File: src/rtl/riscv_pkg.sv
// Shared types and encodings for the RV32I writeback path.
package riscv_pkg;

    typedef enum logic [1:0] {
        RES_ALU  = 2'b00,
        RES_LOAD = 2'b01,
        RES_PC4  = 2'b10,
        RES_IMM  = 2'b11
    } result_sel_e;

    // Load funct3 encodings; 011, 110 and 111 are reserved and read as a full word.
    localparam logic [2:0] LT_LB  = 3'b000;
    localparam logic [2:0] LT_LH  = 3'b001;
    localparam logic [2:0] LT_LW  = 3'b010;
    localparam logic [2:0] LT_LBU = 3'b100;
    localparam logic [2:0] LT_LHU = 3'b101;

endpackage

File: src/rtl/writeback_stage_load_extend.sv
// Load-data extraction: picks a byte/half out of the aligned memory word and extends it.
module load_extend
    import riscv_pkg::*;
#(
    parameter int XLEN = 32
) (
    input  logic [XLEN-1:0] word,
    input  logic [1:0]      offset,
    input  logic [2:0]      load_type,
    output logic [XLEN-1:0] value
);

    if (XLEN != 32) begin : g_xlen_check
        $error("load_extend: byte/half extraction is only defined for XLEN = 32");
    end

    logic [7:0]  byte_v;
    logic [15:0] half_v;

    // Select the addressed byte/half; half selection ignores offset[0] since misalignment traps upstream.
    always_comb begin
        byte_v = word[8*offset +: 8];
        half_v = offset[1] ? word[31:16] : word[15:0];
        value  = word;
        case (load_type)
            LT_LB:   value = {{(XLEN-8){byte_v[7]}}, byte_v};
            LT_LBU:  value = {{(XLEN-8){1'b0}}, byte_v};
            LT_LH:   value = {{(XLEN-16){half_v[15]}}, half_v};
            LT_LHU:  value = {{(XLEN-16){1'b0}}, half_v};
            default: value = word;
        endcase
    end

endmodule

File: src/rtl/writeback_stage.sv
// MEM/WB pipeline register, result selection, x0-safe write enable and retire counter.
module writeback_stage
    import riscv_pkg::*;
#(
    parameter int XLEN       = 32,
    parameter int REG_ADDR_W = 5,
    parameter int CNT_W      = 32
) (
    input  logic                  clk,
    input  logic                  rst,
    input  logic                  i_stall_W,
    input  logic                  i_flush_W,
    input  logic                  i_valid_M,
    input  logic [XLEN-1:0]       i_ALU_output_M,
    input  logic [XLEN-1:0]       i_rd_data_M,
    input  logic [XLEN-1:0]       i_pc_plus4_M,
    input  logic [XLEN-1:0]       i_imm_M,
    input  logic [REG_ADDR_W-1:0] i_register_file_wr_addr_M,
    input  logic                  i_register_file_wr_en_M,
    input  logic [1:0]            i_sel_result_M,
    input  logic [2:0]            i_load_type_M,
    output logic [XLEN-1:0]       o_result_W,
    output logic                  o_register_file_wr_en_W,
    output logic [REG_ADDR_W-1:0] o_register_file_wr_addr_W,
    output logic                  o_valid_W,
    output logic [CNT_W-1:0]      o_retired_count_W
);

    logic                  valid_q;
    logic                  wr_en_q;
    logic [REG_ADDR_W-1:0] wr_addr_q;
    result_sel_e           sel_q;
    logic [2:0]            load_type_q;
    logic [XLEN-1:0]       alu_q;
    logic [XLEN-1:0]       rd_data_q;
    logic [XLEN-1:0]       pc4_q;
    logic [XLEN-1:0]       imm_q;
    logic [CNT_W-1:0]      count_q;
    logic [XLEN-1:0]       load_value;

    // WB register: reset beats flush beats stall beats capture; flush zeroes the whole slot.
    always_ff @(posedge clk) begin
        if (rst || i_flush_W) begin
            valid_q     <= 1'b0;
            wr_en_q     <= 1'b0;
            wr_addr_q   <= '0;
            sel_q       <= RES_ALU;
            load_type_q <= '0;
            alu_q       <= '0;
            rd_data_q   <= '0;
            pc4_q       <= '0;
            imm_q       <= '0;
        end else if (!i_stall_W) begin
            valid_q     <= i_valid_M;
            wr_en_q     <= i_register_file_wr_en_M;
            wr_addr_q   <= i_register_file_wr_addr_M;
            sel_q       <= result_sel_e'(i_sel_result_M);
            load_type_q <= i_load_type_M;
            alu_q       <= i_ALU_output_M;
            rd_data_q   <= i_rd_data_M;
            pc4_q       <= i_pc_plus4_M;
            imm_q       <= i_imm_M;
        end
    end

    // Count an instruction once, on the edge it enters WB; wraps silently.
    always_ff @(posedge clk) begin
        if (rst) begin
            count_q <= '0;
        end else if (!i_flush_W && !i_stall_W && i_valid_M) begin
            count_q <= count_q + {{(CNT_W-1){1'b0}}, 1'b1};
        end
    end

    load_extend #(
        .XLEN (XLEN)
    ) u_load_extend (
        .word      (rd_data_q),
        .offset    (alu_q[1:0]),
        .load_type (load_type_q),
        .value     (load_value)
    );

    // Result mux driven purely from registered state.
    always_comb begin
        o_result_W = alu_q;
        case (sel_q)
            RES_ALU:  o_result_W = alu_q;
            RES_LOAD: o_result_W = load_value;
            RES_PC4:  o_result_W = pc4_q;
            RES_IMM:  o_result_W = imm_q;
            default:  o_result_W = alu_q;
        endcase
    end

    assign o_register_file_wr_en_W   = valid_q & wr_en_q & (wr_addr_q != '0);
    assign o_register_file_wr_addr_W = wr_addr_q;
    assign o_valid_W                 = valid_q;
    assign o_retired_count_W         = count_q;

endmodule
File: config.mk
export PLATFORM = sky130hd
export DESIGN_NAME = writeback_stage
export DESIGN_NICKNAME = d
export VERILOG_FILES = /design/src/rtl/riscv_pkg.sv /design/src/rtl/writeback_stage_load_extend.sv /design/src/rtl/writeback_stage.sv
export SDC_FILE = /design/constraint.sdc
export NUM_CORES = 1
export LEC_CHECK = 0
export ABC_CLOCK_PERIOD_IN_PS = 3300
export CAP_MARGIN = 20
export CORE_MARGIN = 1
export CORE_UTILIZATION = 31
export CTS_CLUSTER_DIAMETER = 120
export DETAILED_ROUTE_END_ITERATION = 10
export PLACE_DENSITY_LB_ADDON = 0.3
export SETUP_SLACK_MARGIN = 0.2
export SYNTH_ARGS = -nofsm -noshare
export SYNTH_HDL_FRONTEND = slang
export SYNTH_SLANG_ARGS = --single-unit
File: constraint.sdc
create_clock -name clk -period 3.3 [get_ports clk]
set_clock_uncertainty 0.2 [all_clocks]
set_input_delay 0.825 -clock clk [delete_from_list [all_inputs] [get_ports clk]]
set_output_delay 0.825 -clock clk [all_outputs]
set_load 0.02 [all_outputs]
# Word level (Yosys, flattened, before mapping)
# Index checks and enable logic that the tools add are counted.
dict set report word_totals {
  ram_bits 0
  inputBits 144
  mem_bits_ro 0
  output_inout_bits 71
  memories 0
  register_bits 172
  latch_bits 0
}
dict set report op_classes {
  muxes 3
  addsub 1
  mul 0
  n_shift 1
  eq_ne 6
  n_bitwise 2
  reduce_logical 8
  magnitude_cmp 0
  n_div 0
}
# operator count
set op_table {}
lappend op_table {{32-bit one-hot mux with 4 select lines} 2}
lappend op_table {{32-bit by 1-bit adder with 32-bit output, second input constant} 1}
lappend op_table {{32-bit by 6-bit variable part select with 8-bit output} 1}
lappend op_table {{16-bit 2-to-1 mux} 1}
lappend op_table {{3-bit == test, second input constant} 2}
lappend op_table {{5-bit nonzero test} 1}
lappend op_table {{2-bit == test, second input constant} 2}
lappend op_table {{3-bit by 1-bit == test with 1-bit output, second input constant} 1}
lappend op_table {{3-bit logical NOT} 1}
lappend op_table {{1-bit AND} 2}
lappend op_table {{2-bit by 1-bit == test with 1-bit output, second input constant} 1}
lappend op_table {{1-bit logical AND} 2}
lappend op_table {{1-bit logical NOT} 2}
lappend op_table {{2-bit logical NOT} 1}
lappend op_table {{1-bit logical OR} 1}

# Logic depth before layout (Yosys ltp)
# Gate-level depths: netlist of run 1.
dict set report depth {
  depth_word 3
  depth_mapped 7
  ltp_nobuf 5
}

# Modules after synthesis
# From an unflattened synthesis of run 1, not the netlist that was laid out.
dict set report hier_totals {
  hier_cells 751
  hier_area_um2 7891.3
}
# mod cells_each seq_area_each_um2 instances area_each_um2
set modules_own_cells {}
lappend modules_own_cells {writeback_stage 655 3443.3 1 7045.5}
lappend modules_own_cells {load_extend 96 0.0 1 845.8}

# Least setup slack after synthesis of run 1
# OpenSTA, ideal clock, no wires.
dict set report synth_path {
  path_type {register to output}
  start {register sel_q[0]}
  end {output port o_result_W[2]}
  stages_incl_launch_ff 6
  arrival_ps 1932
  slack_ps 343
  cell_sequence {dfxtp_1 buf_1 buf_1 clkbuf_1 o221ai_1 a22oi_1}
}
dict set report synth_via {
  elab_chain_len 2
  elab_cells_between_ends 5
  cone_classes {eq/ne: 3; mux: 1; reduce/logical: 1}
}
# item line
set synth_lines {}
lappend synth_lines {{from (decl)} writeback_stage.sv:32} ;# result_sel_e sel_q;
lappend synth_lines {{from (signal assigned)} writeback_stage.sv:57} ;# sel_q <= result_sel_e'(i_sel_result_M);
lappend synth_lines {{2-bit == test (tied with other cells)} writeback_stage.sv:87} ;# case (sel_q)
lappend synth_lines {{32-bit one-hot mux with 4 select lines (*)} writeback_stage.sv:87}
lappend synth_lines {{to (decl)} writeback_stage.sv:22} ;# output logic [XLEN-1:0] o_result_W,
# Every way passes the cells marked *; elsewhere a longest branch is shown, timed or not.

# Worst setup path after layout of run 1
dict set report layout_path {
  start {register alu_q[1]}
  end {output port o_result_W[24]}
}
dict set report layout_via {
  elab_chain_len 3
  elab_cells_between_ends 4
  cone_classes {shift: 1; mux: 3}
}
# item line
set layout_lines {}
lappend layout_lines {{from (decl)} writeback_stage.sv:34} ;# logic [XLEN-1:0] alu_q;
lappend layout_lines {{from (signal assigned)} writeback_stage.sv:59} ;# alu_q <= i_ALU_output_M;
lappend layout_lines {{32-bit by 6-bit variable part select with 8-bit output / 16-bit 2-to-1 mux (equally long branches)} {writeback_stage_load_extend.sv:22, writeback_stage_load_extend.sv:23}}
lappend layout_lines {{32-bit one-hot mux with 4 select lines (*)} writeback_stage_load_extend.sv:25} ;# case (load_type)
lappend layout_lines {{32-bit one-hot mux with 4 select lines (*)} writeback_stage.sv:87}
# Marks and branches as above.

==> results of run 1 <==
[critical path: stages, from the launching register on]
cell     delay [ps]
dfxtp_4         380
mux2_4          340
mux2_4          290
a21oi_4         200
buf_6           180
o21ai_0         120
buf_2           180
[cell families (layout without fill, tap and decap cells)]
group | Yosys count | in the layout
AOI/OAI and AO/OA | 142 | 142
xor gates and xnor gates | 10 | 10
adders and majority gates | 1 | 1
buffers and inverters | 74 | 289
DFF | 172 | 172
muxes | 175 | 175
and+or+nand+nor | 278 | 278
[metrics by stage]
stage	setup slack [ps]	instance area, µm²	hold WS, ps	util, %
2_1_floorplan	343.2	7772	257.6	-
3_5_place_dp	3.002	10310	283.4	42.15
5_1_grt	105.9	11020	315.0	45.03
4_1_cts	173.1	10920	301.1	44.66
6_report	155.0	11020	293.1	45.03
3_3_place_gp	13.16	10310	267.9	42.15
[final timing paths]
path | start | end | slack (ps)
min reg2reg | imm_q[5]$_SDFFE_PP0N_ | imm_q[5]$_SDFFE_PP0N_ | 290
min | imm_q[5]$_SDFFE_PP0N_ | imm_q[5]$_SDFFE_PP0N_ | 290
max | alu_q[1]$_SDFFE_PP0N_ | o_result_W[24] | 160
max reg2reg | o_retired_count_W[0]$_SDFFE_PP0P_ | o_retired_count_W[22]$_SDFFE_PP0P_ | 860
[where the power goes]
group | total (µW) | switching (µW) | internal (µW)
Clock | 1950 | 880 | 1070
Sequential | 2170 | 42.0 | 2130
Combinational | 656 | 305 | 351
[timing repair]
action / 4_1_cts / 5_1_grt
resized for setup: 149 / 53
buffers inserted: 6 / 1
pin swaps: 2 / 3
setup endpoints to repair: 32 / 32
cloned: 1 / 1
[placed cells by master, fill, tap and decap left out, types with 5 or more instances in the layout]
cell type        count
inv_1                9
o221ai_2             5
buf_2               14
o21ai_0             46
clkdlybuf4s15_2      6
nor2b_1              7
nor3_1               5
nor2_1             160
o31ai_1              5
clkdlybuf4s50_1    181
buf_4               26
buf_6                7
clkbuf_2             6
o22ai_1              7
xor2_1               6
dfxtp_1            167
nand2_1             46
or3_1               14
mux2_2              16
or4_1                7
nand3_1             10
o21ai_1              5
clkbuf_16           17
o221ai_1            13
a22oi_1             13
o21ai_2              7
o2bb2ai_1            6
mux2i_1            154
a21oi_1             20
nand4_1              9
[state kept, by name, indices dropped and copies added, names as in the netlist]
register and count:
alu_q 32, imm_q 32, load_type_q 3, o_register_file_wr_addr_W 5
o_retired_count_W 32, o_valid_W 1, pc4_q 32, rd_data_q 32
sel_q 2, wr_en_q 1
[layout make-up]
| class | instances | area share, % |
|---|---|---|
| clock inverter | 11 | 0.9995 |
| sequential | 172 | 31.36 |
| inverter | 9 | 0.3067 |
| timing repair buffer | 248 | 21.63 |
| multi-input combinational | 606 | 37.94 |
| tap | 324 | 3.680 |
| clock buffer | 21 | 4.089 |
[per-layer routing]
layer / part of all wire, % / GRT usage [%]
met5: 0.050 / 0
met3: 5.4 / 4.855
met2: 46 / 28.72
met4: 1.6 / 4.762
met1: 47 / 25.30
==> results.md, run 1 <==
* Number of hold buffers added after cts at 0
* Number of library cell types mapped by synthesis at 44
* WL per Instance at 17.11 µm
* WHS Path Cells at 2
* Area leader, netlist: dfxtp_1
* Slew Viols, Final at 0
* Share of the synthesized area in the top cell type at 44.30%
* Simple-Gate Fraction of Synth Area at around 16%
* Total Wirelength at 23.80 mm
* CTS Sinks at 172
* Compound-gate portion of the synthesized area at 11.62%
* Clock Path Buffers at 2
* Syn_nets at about 1,000
* Max Cap Violations at 0
* Worst-Margin Slew at around 1200 ps
* Area growth from synthesis to final layout at 41.73%
* Row Count at 57
* Initial antenna violation count at 1
* Status: complete, no violations
* CTS tree: built
* Avg Cell Area, Syn at 9.123 µm²
* Fmax achieved at 318.0 MHz
* Largest family of logic cells by synthesized area: multiplexers
* Final cycle utilization of the critical path at a little over nine tenths
* H-tree level count at 4
* Hold crit path type: flip-flop to flip-flop
* Endpoint class of the critical path: primary output
* Initial Utilization at 31.77%
* Top-Level Pins at 215
* Core area at about 0.024 mm²
* Via/cell ratio at between 4 and 5
* Number of buffers created by CTS at 17
* Gpl congestion at a little under 0.9
* Number of global-route vias before repair at 6,548
* CTS Root Cell: clkbuf_16
* Main synth FF type: dfxtp_1
* Power per Cell Area at 433.9 mW/mm²
* Total negative slack at 0 ps
* Yosys warns at 0
* Max VDD drop at 0.2435 mV
* Final Setup Violations at 0
* Tot Pwr at 4780 µW
* Post-synthesis mux area share at between 20% and 30%
* Hold Fails Final Rpt at 0
* DRT iter0 DRCs at between 500 and 600
* Number of port buffers at 214
* Final Non-Filler Cells at between 1,000 and 1,500
* Required @ worst endpoint at 2270 ps
* Max_slew headroom at 22.91%
* Synthesized netlist cell count at between 800 and 900
* Mapped Area at 0.007772 mm²
* Xor and xnor area share after synthesis at roughly 1.1%
* Largest net degree at the start of global routing at 140
* DP Cell Count at 1,350
* GRT Overall Usage at 18.49%
* Critical path startpoint category: flip-flop
* DRT Pass-1 Iters at 5
* Area occupied by multi-input gates at ~0.0042 mm²
* Post-synth top cells: 172 x dfxtp_1, 160 x nor2_1, 155 x mux2i_1, 58 x o21ai_0, 48 x clkbuf_1
* Layout cells sized above 1 at 13.40%
* Final #Nets at 1,199
* First-pass GRT wire length at 36.91 mm
* Die H at 160.3 µm
* RSZ-0062 raised after global routing: yes
* Setup CP Type: flip-flop to primary output
* Ranking of synthesized cells by area: dfxtp_1 44%, mux2i_1 20%, nor2_1 7.7%
* DP HPWL at approximately 17 mm
* Post-route ant nets at 0
* FF/Latch Area at between 0.003 and 0.004 mm²
* GR Overflow Total at 0
* Post-synth ARST share at 0%
* Sequential area share after synthesis at 44.30%
* Filler Cell Count at 2,383
* LEAKAGE at 0.004278 µW
* Worst skew pair latency at 420 ps
* Vias at 6,909
* Synth Area in Adders at 0.1610%
* Min Tclk post-route at 3145 ps
* Arr. time, crit path at roughly 2100 ps
* Residual DRC count at 0
* Die width at 160.3 µm
* Die area at 0.02571 mm²
* EDFF count, synth at 0
* Yosys reg bits at around 170
* Crit Path Max Fanout at 8
* Cells on worst reg2reg path at 6
* Most frequent cell after synthesis: dfxtp_1
* Ant. Diodes at 0
* Clock-pin slew on the worst setup and hold paths at 70 ps
Note: power is estimated with default switching activity, not from simulation.
==> run 2, diff against run 1 <==
--- a/config.mk
+++ b/config.mk
@@ -11,6 +11,7 @@
 export CORE_UTILIZATION = 31
 export CTS_CLUSTER_DIAMETER = 120
 export DETAILED_ROUTE_END_ITERATION = 10
+export DONT_BUFFER_PORTS = 1
 export PLACE_DENSITY_LB_ADDON = 0.3
 export SETUP_SLACK_MARGIN = 0.2
 export SYNTH_ARGS = -nofsm -noshare
==> results.md, run 2 (synthesis gave the netlist of run 1 again) <==
* Crit Path Max Fanout at 8 (unchanged)
* Final Setup Violations at 0 (unchanged)
* Final cycle utilization of the critical path at 93.45% (-1.9 points)
* Arr. time, crit path at 2060 ps (-60 ps)
* Critical path's largest stage delay at 370 ps (about the same)
* Number of global-route vias before repair at 5,973 (-8.8%)
* Number of buffers created by CTS at 17 (unchanged)
* Critical path startpoint category: flip-flop
* LEAKAGE at 0.003524 µW (-18%)
* Row Count at 57 (unchanged)
* Via/cell ratio at 5.180 (+4.3%)
* Max VDD drop at 0.2800 mV (+15%)
* Die width at 160.3 µm (unchanged)
* Final #Nets at 1,000 (-17%)
* GRT Overall Usage at 17.82% (-0.67 points)
* Worst-Margin Slew at 718.3 ps (-438.0 ps)
* Most frequent cells in the layout: 167 x dfxtp_1, 159 x nor2_1, 155 x mux2i_1
* Commonest non-fill, non-tap cell in the layout: dfxtp_1
* Most used routing layer: met2
* RSZ-0062 raised after global routing: yes
* Number of port buffers at 0 (-100%)
* Power per Cell Area at 521.7 mW/mm² (+20%)
* Layout cells sized above 1 at 13.28% (-0.12 points)
* Min Tclk post-route at 3084 ps (-61.25 ps)
* DP HPWL at 16.05 mm (-3.1%)
* Total Wirelength at 22.92 mm (-3.7%)
* Setup CP Type: flip-flop to primary output
* Clock Path Buffers at 2 (unchanged)
* M3 GR Usage at 7.102% (+2.2 points)
* Die area at 0.02571 mm² (unchanged)
* CTS tree: built
* CP Cell Sequence: mux2_4 -> mux2_4 -> a21oi_4 -> buf_6 -> o21ai_1 -> buf_4
* Clock-pin slew on the worst setup and hold paths at 60 ps (about the same)
* Max Cap Violations at 0 (unchanged)
* Gpl congestion at 0.8975 (+2.4%)
* WL per Instance at 19.23 µm (+12%)
* Slew Viols, Final at 0 (unchanged)
* Largest net degree at the start of global routing at 144 (+2.9%)
* Endpoint class of the critical path: primary output
* Met2 Use GR at 27.47% (-1.2 points)
* Crit path max-delay cell type: dfxtp_4
* Residual DRC count at 0 (unchanged)
* Number of hold buffers added after cts at 0 (unchanged)
* Worst skew pair latency at 420 ps (about the same)
* Post-route ant nets at 0 (unchanged)
* First-pass GRT wire length at 35.39 mm (-4.1%)
* Max_slew headroom at 52.11% (+29 points)
* Top-Level Pins at 215 (unchanged)
* CTS Sinks at 172 (unchanged)
* Status: complete, no violations
* Vias at 6,175 (-11%)
* CTS Root Cell: clkbuf_16
* Met1 Use GR at 22.65% (-2.6 points)
* DRT Pass-1 Iters at 6 (+1)
* Core area at 0.02446 mm² (unchanged)
* Cell area after layout at 0.009025 mm² (-18%)
* Fmax achieved at 324.3 MHz (+2.0%)
* Die H at 160.3 µm (unchanged)
* Hold crit path type: input pin to flip-flop
* Area growth from synthesis to final layout at 16.11%
* Initial Utilization at 31.77% (unchanged)
* Tot Pwr at 4709 µW (-1.5%)
* DRT iter0 DRCs at 416 (-26%)
* Hold Fails Final Rpt at 0 (unchanged)
* GR Overflow Total at 0 (unchanged)
* Total negative slack at 0 ps (unchanged)
* Required @ worst endpoint at 2270 ps (about the same)
* Area after DPL at 0.008290 mm² (-20%)
* H-tree level count at 4 (unchanged)
* Initial antenna violation count at 3 (+2)
* Cell mode on critical path: mux2_4
* Reg2Reg Setup Slack at 670 ps (-190 ps)
* WHS at 270.5 ps (-22.64 ps)
[run 2: what timing repair did]
action | CTS | global route
hold endpoints to repair | 0 | 0
resized for setup | 23 | 32
pin swaps | 1 | 4
buffers inserted | 0 | 3
gates cloned | 1 | 0
endpoints found under the setup margin | 32 | 26
[run 2: stage by stage]
step,cells,setup WS (ps),util [%]
floorplan,852,343.2,-
global placement,1156,416.0,33.89
detailed placement,1156,404.7,33.89
CTS,1187,201.7,36.64
global route,1192,149.2,36.89
finish,1192,216.3,36.89
[run 2: path summary, 6_finish.rpt]
path,startpoint,endpoint,cells after the start
setup / recovery,alu_q[1]$_SDFFE_PP0N_,o_result_W[22],6
hold / removal,rst,o_retired_count_W[20]$_SDFFE_PP0P_,1
hold reg to reg,imm_q[0]$_SDFFE_PP0N_,imm_q[0]$_SDFFE_PP0N_,2
setup reg to reg,o_retired_count_W[4]$_SDFFE_PP0P_,o_retired_count_W[22]$_SDFFE_PP0P_,4
[run 2: final cells by class]
class | count | area (µm²)
Multi-Input combinational cell | 606 | 4096
Clock inverter | 10 | 165.2
Fill cell | 2471 | 15440
Timing Repair Buffer | 49 | 415.4
Tap cell | 324 | 405.4
Antenna cell | 2 | 5.005
Sequential cell | 172 | 3457
Inverter | 9 | 33.78
Clock buffer | 20 | 446.7
[run 2: power by group]
group | internal [µW] | switching [µW]
Sequential | 2130 | 49.3
Combinational | 187 | 199
Clock | 1290 | 855
Total | 3600 | 1100
[run 2: worst max-delay path, delay by kind of cell (launching register included)]
kind / cells / cell delay, ps
compound gates: 2 / 300
buf+inv: 2 / 340
flops: 1 / 370
mux: 2 / 620
[run 2: routing by layer]
layer / routed length [µm] / vias up
met2: 10130 / 217
met5: 18 / -
li1: - / 3020
met1: 10300 / 2908
met4: 452 / 2
met3: 2013 / 28
